<file path="src/rtl/mul_div_unit_pkg.sv">
// Shared constants for the multiply/divide unit: operation encodings,
// iteration count default, FSM state codes and small helpers.
package mul_div_unit_pkg;

  localparam int MDU_OP_LENGTH  = 3;
  localparam int MDU_CYCLES_DEF = 32;

  typedef logic [MDU_OP_LENGTH-1:0] mdu_op_t;

  localparam mdu_op_t MDU_NONE  = 3'b000;
  localparam mdu_op_t MDU_MULT  = 3'b001;
  localparam mdu_op_t MDU_MULTU = 3'b010;
  localparam mdu_op_t MDU_DIV   = 3'b011;
  localparam mdu_op_t MDU_DIVU  = 3'b100;
  localparam mdu_op_t MDU_MTHI  = 3'b101;
  localparam mdu_op_t MDU_MTLO  = 3'b110;

  localparam logic [1:0] S_IDLE = 2'd0;
  localparam logic [1:0] S_CALC = 2'd1;
  localparam logic [1:0] S_FIX  = 2'd2;

  // Operations that occupy the iterative datapath and stall the pipeline.
  function automatic logic is_long_op(input mdu_op_t op);
    return (op == MDU_MULT) || (op == MDU_MULTU) ||
           (op == MDU_DIV)  || (op == MDU_DIVU);
  endfunction

  // Magnitude of a 32-bit value; only negates when treated as signed.
  function automatic logic [31:0] abs32(input logic [31:0] v, input logic sgn);
    return (sgn && v[31]) ? (32'd0 - v) : v;
  endfunction

endpackage

</file>
<file path="src/rtl/mul_div_unit_div_step.sv">
// One restoring-division iteration: shift the next dividend bit into the
// partial remainder, subtract the divisor if it fits, emit the quotient bit.
module mdu_div_step (
  input  logic [31:0] i_rem,
  input  logic        i_bit,
  input  logic [31:0] i_divisor,
  output logic [31:0] o_rem,
  output logic        o_q
);

  logic [32:0] w_shift;

  assign w_shift = {i_rem, i_bit};
  // Compare at 33 bits so a zero divisor still yields all-ones quotient and
  // lets the dividend bits accumulate unchanged in the remainder.
  assign o_q     = (w_shift >= {1'b0, i_divisor});
  assign o_rem   = o_q ? (w_shift[31:0] - i_divisor) : w_shift[31:0];

endmodule

</file>
<file path="src/rtl/mul_div_unit.sv">
// Iterative multiply/divide unit with HI/LO registers.
//
//   state | meaning
//   IDLE  | waiting for a request; MTHI/MTLO write HI/LO directly
//   CALC  | one shift-add or restoring-subtract step per clock
//   FIX   | apply sign correction and commit HI/LO
module mul_div_unit
  import mul_div_unit_pkg::*;
#(
  parameter int MDU_CYCLES = MDU_CYCLES_DEF
) (
  input  logic                     clk,
  input  logic                     rst,
  input  logic                     start,
  input  logic [MDU_OP_LENGTH-1:0] mdu_op,
  input  logic [31:0]              opnd1,
  input  logic [31:0]              opnd2,
  input  logic                     flush,
  output logic                     busy,
  output logic                     stall,
  output logic                     done,
  output logic [31:0]              hi,
  output logic [31:0]              lo
);

  localparam int CW = $clog2(MDU_CYCLES + 1);

  logic [1:0]    r_state;
  logic [CW-1:0] r_cnt;
  logic [31:0]   r_ph;      // product high / partial remainder
  logic [31:0]   r_pl;      // multiplier+product low / dividend+quotient
  logic [31:0]   r_opnd2;   // multiplicand or divisor magnitude
  logic          r_is_div;
  logic          r_neg_lo;  // negate product or quotient
  logic          r_neg_hi;  // negate remainder
  logic          r_div0;
  logic [31:0]   r_hi;
  logic [31:0]   r_lo;
  logic          r_done;

  logic          w_signed;
  logic [32:0]   w_mul_sum;
  logic [31:0]   w_div_rem;
  logic          w_div_q;
  logic [63:0]   w_prod;
  logic [63:0]   w_prod_res;
  logic [31:0]   w_q_res;
  logic [31:0]   w_r_res;

  assign w_signed  = (mdu_op == MDU_MULT) || (mdu_op == MDU_DIV);
  assign w_mul_sum = {1'b0, r_ph} + (r_pl[0] ? {1'b0, r_opnd2} : 33'd0);

  mdu_div_step u_div_step (
    .i_rem     (r_ph),
    .i_bit     (r_pl[31]),
    .i_divisor (r_opnd2),
    .o_rem     (w_div_rem),
    .o_q       (w_div_q)
  );

  assign w_prod     = {r_ph, r_pl};
  assign w_prod_res = r_neg_lo ? (64'd0 - w_prod) : w_prod;
  assign w_q_res    = r_neg_lo ? (32'd0 - r_pl) : r_pl;
  assign w_r_res    = r_neg_hi ? (32'd0 - r_ph) : r_ph;

  // Sequencer and datapath: latch, iterate, correct and commit.
  always_ff @(posedge clk) begin
    if (rst) begin
      r_state  <= S_IDLE;
      r_cnt    <= '0;
      r_ph     <= '0;
      r_pl     <= '0;
      r_opnd2  <= '0;
      r_is_div <= 1'b0;
      r_neg_lo <= 1'b0;
      r_neg_hi <= 1'b0;
      r_div0   <= 1'b0;
      r_hi     <= '0;
      r_lo     <= '0;
      r_done   <= 1'b0;
    end else begin
      r_done <= 1'b0;
      case (r_state)
        S_IDLE: begin
          if (start && !flush) begin
            if (is_long_op(mdu_op)) begin
              r_is_div <= (mdu_op == MDU_DIV) || (mdu_op == MDU_DIVU);
              r_div0   <= (opnd2 == 32'd0);
              r_ph     <= '0;
              r_cnt    <= '0;
              r_state  <= S_CALC;
              if ((mdu_op == MDU_MULT) || (mdu_op == MDU_MULTU)) begin
                // Multiplier shifts out of r_pl while the product shifts in.
                r_pl     <= abs32(opnd2, w_signed);
                r_opnd2  <= abs32(opnd1, w_signed);
                r_neg_lo <= w_signed && (opnd1[31] ^ opnd2[31]);
                r_neg_hi <= 1'b0;
              end else begin
                r_pl     <= abs32(opnd1, w_signed);
                r_opnd2  <= abs32(opnd2, w_signed);
                // A zero divisor keeps the raw all-ones quotient.
                r_neg_lo <= w_signed && (opnd1[31] ^ opnd2[31]) && (opnd2 != 32'd0);
                r_neg_hi <= w_signed && opnd1[31];
              end
            end else if (mdu_op == MDU_MTHI) begin
              r_hi <= opnd1;
            end else if (mdu_op == MDU_MTLO) begin
              r_lo <= opnd1;
            end
          end
        end
        S_CALC: begin
          if (flush) begin
            r_state <= S_IDLE;
          end else begin
            if (r_is_div) begin
              r_ph <= w_div_rem;
              r_pl <= {r_pl[30:0], w_div_q};
            end else begin
              r_ph <= w_mul_sum[32:1];
              r_pl <= {w_mul_sum[0], r_pl[31:1]};
            end
            r_cnt <= r_cnt + CW'(1);
            if (r_cnt == CW'(MDU_CYCLES - 1)) begin
              r_state <= S_FIX;
            end
          end
        end
        S_FIX: begin
          r_state <= S_IDLE;
          if (!flush) begin
            if (r_is_div) begin
              r_hi <= w_r_res;
              r_lo <= w_q_res;
            end else begin
              r_hi <= w_prod_res[63:32];
              r_lo <= w_prod_res[31:0];
            end
            r_done <= 1'b1;
          end
        end
        default: r_state <= S_IDLE;
      endcase
    end
  end

  assign busy  = (r_state != S_IDLE);
  assign stall = busy || (start && is_long_op(mdu_op));
  assign done  = r_done;
  assign hi    = r_hi;
  assign lo    = r_lo;

endmodule

</file>
<file path="config.mk">
export PLATFORM = sky130hd
export DESIGN_NAME = mul_div_unit
export DESIGN_NICKNAME = d
export VERILOG_FILES = /design/src/rtl/mul_div_unit_pkg.sv /design/src/rtl/mul_div_unit_div_step.sv /design/src/rtl/mul_div_unit.sv
export SDC_FILE = /design/constraint.sdc
export NUM_CORES = 1
export LEC_CHECK = 0
export BUFFER_PORTS_ARGS = -buffer_cell sky130_fd_sc_hd__buf_2
export CORE_ASPECT_RATIO = 1.4
export CORE_UTILIZATION = 66
export DETAILED_ROUTE_END_ITERATION = 16
export PLACE_DENSITY = 0.87
export SLEW_MARGIN = 20
export SYNTH_ARGS = -nofsm -noshare
export SYNTH_HDL_FRONTEND = slang
export SYNTH_SLANG_ARGS = --single-unit
</file>
<file path="constraint.sdc">
create_clock -name clk -period 5.13 [get_ports clk]
set_input_delay 1.026 -clock clk [delete_from_list [all_inputs] [get_ports clk]]
set_output_delay 1.026 -clock clk [all_outputs]
set_load 0.05 [all_outputs]
</file>
Yosys cells after proc, flatten, opt, wreduce, memory -nomap -nowiden

Cells that the tools add are included.

Add/subtract/negate cells: 8
Mux-type cells: 44
Reductions and logical operators: 24
Magnitude comparators: 1
Bitwise gates (word level): 2
Equal/unequal tests: 18

Operators by type and width:

| cell                                                 | count |
|---|---|
| two-way mux 32 bit                                   | 27 |
| case mux 32 bit (2 select lines)                     | 4 |
| subtractor 1 x 32 -> 32 bit (first input constant)   | 4 |
| two-way mux 64 bit                                   | 1 |
| subtractor 1 x 64 -> 64 bit (first input constant)   | 1 |
| adder 32 x 32 -> 33 bit                              | 1 |
| >= comparator 33 x 32 -> 1 bit                       | 1 |
| nonzero test 32 bit                                  | 1 |
| subtractor 32 bit                                    | 1 |
| two-way mux 6 bit                                    | 3 |
| != test 2 bit (second input constant)                | 8 |
| case mux 6 bit (2 select lines)                      | 1 |
| equality test 3 bit (second input constant)          | 3 |
| two-way mux 2 bit                                    | 4 |
| adder 6 x 1 -> 6 bit (second input constant)         | 1 |
| equality test 3 x 2 -> 1 bit (second input constant) | 2 |
| equality test 6 x 5 -> 1 bit (second input constant) | 1 |
| logical AND 1 bit                                    | 6 |
| logical OR 1 bit                                     | 6 |
| AND reduction 3 bit                                  | 2 |
| AND reduction 6 bit                                  | 1 |
| nonzero test 2 bit                                   | 3 |
| AND reduction 5 bit                                  | 1 |
| case mux 2 bit (2 select lines)                      | 1 |
| other kinds (11)                                     | 13 |

Input port bits: 71
Logic and storage cells: 108
Flip-flop bits (word level): 172
Output and inout bits: 67

Logic depth before layout (Yosys ltp)

Depth in word-level cells: 8
Depth in mapped cells: 15
Gate-level depth less buffers: 14

Cells and area by module

From an unflattened synthesis, not the netlist that was laid out.

Cell total of the unflattened synthesis: 2075
Area, all modules: 15075.7 µm²

Modules (own cells, without submodules):

| module       | area an instance (µm²) | cells an instance | times used | seq. area each (µm²) |
|---|---|---|---|---|
| mul_div_unit | 12744.7                | 1752              | 1          | 3443.3 |
| mdu_div_step | 2331.0                 | 323               | 1          | 0.0 |

Least setup slack after synthesis

OpenSTA, ideal clock, no wires.

Kind: input to register
Start point: input port opnd2[8]
End point: register r_pl[28]
Buffers on the path: 0
Arrival time: 3435 ps
Data required time: 5011 ps
Path slack: 1577 ps
Setup time: 119 ps
Stages: 8
Cell sequence: or4_1 -> nor4_1 -> nor3b_2 -> or3b_2 -> o21ai_0 -> xor2_1 -> o22ai_1 -> o221a_2

Longest elaborated chain between the ends: 6

Ends and longest elaborated chain:

| element                          | line                   | RTL |
|---|---|---|
| start: declaration               | mul_div_unit.sv:17     | `input logic [31:0] opnd2,` |
| subtractor 1 x 32 -> 32 bit      | mul_div_unit_pkg.sv:30 | `return (sgn && v[31]) ? (32'd0 - v) : v;` |
| two-way mux 32 bit               | mul_div_unit_pkg.sv:30 |  |
| two-way mux 32 bit               | mul_div_unit.sv:92     | `if ((mdu_op == MDU_MULT) \|\| (mdu_op == MDU_MULTU)) begin` |
| two-way mux 32 bit               | mul_div_unit.sv:86     | `if (is_long_op(mdu_op)) begin` |
| two-way mux 32 bit               | mul_div_unit.sv:85     | `if (start && !flush) begin` |
| case mux 32 bit (2 select lines) | mul_div_unit.sv:83     | `case (r_state)` |
| end signal: assignment           | mul_div_unit.sv:94     | `r_pl <= abs32(opnd2, w_signed);` |
| end signal: assignment           | mul_div_unit.sv:99     | `r_pl <= abs32(opnd1, w_signed);` |
| end signal: assignment           | mul_div_unit.sv:118    | `r_pl <= {r_pl[30:0], w_div_q};` |
| end: declaration                 | mul_div_unit.sv:31     | `logic [31:0] r_pl;` |

No other way between the ends. The select of a mux whose other input is x is not followed.
A chain may end at the register's enable or synchronous reset.

Worst setup path in the final report

Start point: register r_ph[0]
End point: register r_ph[27]

Longest elaborated chain between the ends: 5
Elaborated cells between the ends (all ways): 7
Classes of those cells: 2 x add/sub; 1 x order compare; 4 x mux

Ends and longest elaborated chain:

| element                                                             | line                                                     | RTL |
|---|---|---|
| start: declaration                                                  | mul_div_unit.sv:30                                       | `logic [31:0] r_ph;` |
| start signal: assignment                                            | mul_div_unit.sv:117                                      | `r_ph <= w_div_rem;` |
| start signal: assignment                                            | mul_div_unit.sv:120                                      | `r_ph <= w_mul_sum[32:1];` |
| subtractor 32 bit or >= comparator 33 x 32 -> 1 bit (tied branches) | mul_div_unit_div_step.sv:17, mul_div_unit_div_step.sv:16 |  |
| two-way mux 32 bit                                                  | mul_div_unit_div_step.sv:17                              | `assign o_rem = o_q ? (w_shift[31:0] - i_divisor) : w_shift[31:0];` |
| two-way mux 32 bit *                                                | mul_div_unit.sv:116                                      | `if (r_is_div) begin` |
| two-way mux 32 bit *                                                | mul_div_unit.sv:113                                      | `if (flush) begin` |
| case mux 32 bit (2 select lines) *                                  | mul_div_unit.sv:83                                       |  |

Mark *: on every way between the ends. The rest lies on a longest branch, timed or not. The select of a mux whose other input is x is not followed.

==> flow_summary.yaml <==
logic_synthesis:
  synth_area_leaders: "dfxtp_1, a21oi_1, nor2_1"
  async_flop_share_pct: 0
  netlist_top_cells_count: "nor2_1, nand2_1, a21oi_1"
  syn-num-nets: 2210
  ys_seq_elements: 172
  yosysTopAreaCell: "dfxtp_1"
  yosysUniqueCellTypes: 78
  seq_area_frac_synth_pct: 23.5
  synth_edf_count: 0
  ys.flop_type: "dfxtp_1"
  synthDominantCellAreaShare_pct: 23.5
  synth.most_common_cell: "nor2_1"
  synth-warning-count: 0
  synth_cells: 2068
  avgSynthCellArea_um2: 7.08
  netlist_area_um2: 14600
grt:
  track_usage_pct: 50.6
  antenna_found_initial: 0
  first_global_vias: 15375
  grt_pass1_wl_mm: 86.9
  grt_max_degree: 96
  grt-ovfl-total: 0
timing:
  fin_setup_tns_ns: 0
  fmax_mhz: 238
  worst_pin_slew_ns: 1.01
  drv_slew: 0
  grt_setup_unrepaired: "no"
  skew_ns: 0.0110
  fin_crit_sh_pct: 81.9
  fin_crit_ns: 4.20
  whs_ns: 0.452
  slew_headroom_pct: 32.9
  finalSetupViolCount: 0
  hold_viol_final: 0
  setup_slack_ns: 0.927
floorplanning:
  start_util_pct: 67.2
  die_area_um2: 22800
  std_cell_rows: 64
  die_w_um: 128
  core_area_um2: 21800
  die_y_um: 178
  io_pins: 138
placement:
  portBuffers: 137
  hpwl_mm: 43.0
  placed_area_um2: 15400
  gp_congestion: 1.11
  place_ws_ns: 1.11
  post-place-cells: 2392
worst_setup_path:
  r2r_start: "r_ph[0]$_SDFFE_PP0P_"
  criticalPathCategory: "reg2reg"
  ff2ff_setup_slack_ns: 0.93
  cpMaxStageDelayCell: "o21ai_0"
  cp_max_fo: 9
  arrival_ns: 4.52
  crit_path_end_kind: "flop"
  crit_path_cell_trace: "ha_1 -> inv_1 -> fa_1 -> nand2b_1 -> o2bb2ai_1 -> o21ai_0 -> o211ai_1 -> o211ai_1 -> nand2_1 -> o21a_1 -> o21ba_2 -> o21a_1 -> a2111oi_0"
  worstRegToRegCells: 13
  slowest_delay_ns: 0.61
  critPathLaunchType: "flop"
  r2r_end: "r_ph[27]$_SDFFE_PP0P_"
  crit_required_ns: 5.44
clock_network:
  clk_path_buf_depth: 2
  cts_tree: "done"
  h-tree-depth: 4
  clockRootBuffer: "clkbuf_16"
  clkTransAtPathRegs_ns: 0.07
  cts_hold_buf: 0
  cts_buffers: 17
  cts_setup_buffers: 0
  cts.sinks: 172
  ctsResizeCount: 0
  insertion_delay_ns: 0.45
route:
  dr_wl_met3_mm: 6.45
  ant_nets: 0
  met2_length_mm: 25.8
  via_per_inst: 6.91
  wl_met1_mm: 18.8
  drt-pass1-iter-count: 6
  drt_drc_violations_left: 0
  wl_per_cell_um: 23.8
  vias: 16750
  highest_layer: "met4"
  routed_wl_mm: 57.8
  drt_iter0_markers: 2342
final_layout:
  antenna_cells: 0
  stdcell_count: 2424
  nNetsFinal: 2256
  areaGrowthSynthToFinish_pct: 9.08
  design_area_um2: 16000
  layout-drive-gt1-share_pct: 10.8
power:
  power_frac_seq_pct: 37.3
  ir_drop_mv: 0.247
  combPwrFrac_pct: 27.9
  leakage_nw: 6.47
  p_clk_share_pct: 34.8
  intPower_mw: 2.48
  p_sw_mw: 1.42
  powerDensity_nw_per_um2: 244
  p_sw_share_pct: 36.4
worst_hold_path:
  hold_depth: 2
  hp-class: "reg2reg"
  min_from: "hi[21]$_SDFFE_PP0P_"
  min_to: "hi[21]$_SDFFE_PP0P_"
flow_run:
  drv_cap: 0
status:
  status: "completed"
## how the worst max path moves through the flow
stage / slack (ns) / cells after the start / start / to
3_3_place_gp: 1.25 / 13 / r_ph[0]$_SDFFE_PP0P_ / r_ph[27]$_SDFFE_PP0P_
6_report: 0.93 / 13 / r_ph[0]$_SDFFE_PP0P_ / r_ph[27]$_SDFFE_PP0P_
2_1_floorplan: 1.58 / 8 / opnd2[8] / r_pl[28]$_SDFFE_PP0P_
4_1_cts: 1.05 / 13 / r_ph[0]$_SDFFE_PP0P_ / r_ph[27]$_SDFFE_PP0P_
5_1_grt: 0.67 / 13 / r_ph[0]$_SDFFE_PP0P_ / r_ph[27]$_SDFFE_PP0P_
3_5_place_dp: 1.11 / 9 / opnd2[8] / r_pl[28]$_SDFFE_PP0P_
## critical path, delay by kind of cell, from the launching register on
| family | cells | cell delay [ns] |
|---|---|---|
| compound gates | 8 | 2.46 |
| fa+ha+maj | 2 | 0.67 |
| flops | 1 | 0.54 |
| simple gates | 2 | 0.34 |
| buf+inv | 1 | 0.07 |
## layer usage
metal	track usage, %	vias up
li1	-	7505
met1	53.2	7710
met2	81.0	1141
met3	13.6	394
met4	49.3	0
met5	0	-
## state kept, by name (all words and copies together), names as in the netlist, 2 cells and up
register and flops:
r_state 2, hi 32, r_opnd2 32, r_cnt 6, r_pl 32, r_ph 32, lo 32
## cells by family (layout without fill, tap and decap cells)
logic type      count (synthesis)  after routing  synth area share (%)
mux                            44             44                  3.02
fa+ha+maj                      71             71                  6.17
simple gates                  765            765                  23.6
buf+inv                       196            255                  5.55
compound gates                650            650                  27.9
flops                         172            172                  23.5
xor+xnor                      170            170                  10.2
## cell type report
type	instances	area, µm²
inverter	59	221
timing repair buffer	164	903
tap	297	372
clock inverter	14	155
multi-input combinational	1700	10400
sequential	172	3440
fill	1910	5820
clock buffer	18	439
## power groups by stage
stage               sequential [mW]  clock, mW  combinational [mW]
detailed placement             1.48          0                1.03
global route                   1.45       1.40                1.15
floorplan                      1.46          0               0.710
finish                         1.45       1.35                1.09
global placement               1.47          0                1.02
CTS                            1.45       1.35                1.04
## stage by stage
stage,total power [mW],util (%)
2_1_floorplan,2.17,-
3_3_place_gp,2.49,70.6
3_5_place_dp,2.50,70.6
4_1_cts,3.83,73.3
5_1_grt,4.00,73.3
6_report,3.89,73.3
## layout by cell type, fill, tap and decap left out, types with 32 or more instances in the layout
master,count
mux2i_1,43
xor2_1,83
nand2_1,247
nor3_1,49
buf_2,136
ha_1,69
inv_1,58
a21oi_1,215
nand3_1,40
a211oi_1,54
dfxtp_1,171
o21ai_0,145
nor2_1,271
a21o_1,32
xnor2_1,87
No activity file was read; power rests on OpenSTA's default activity.
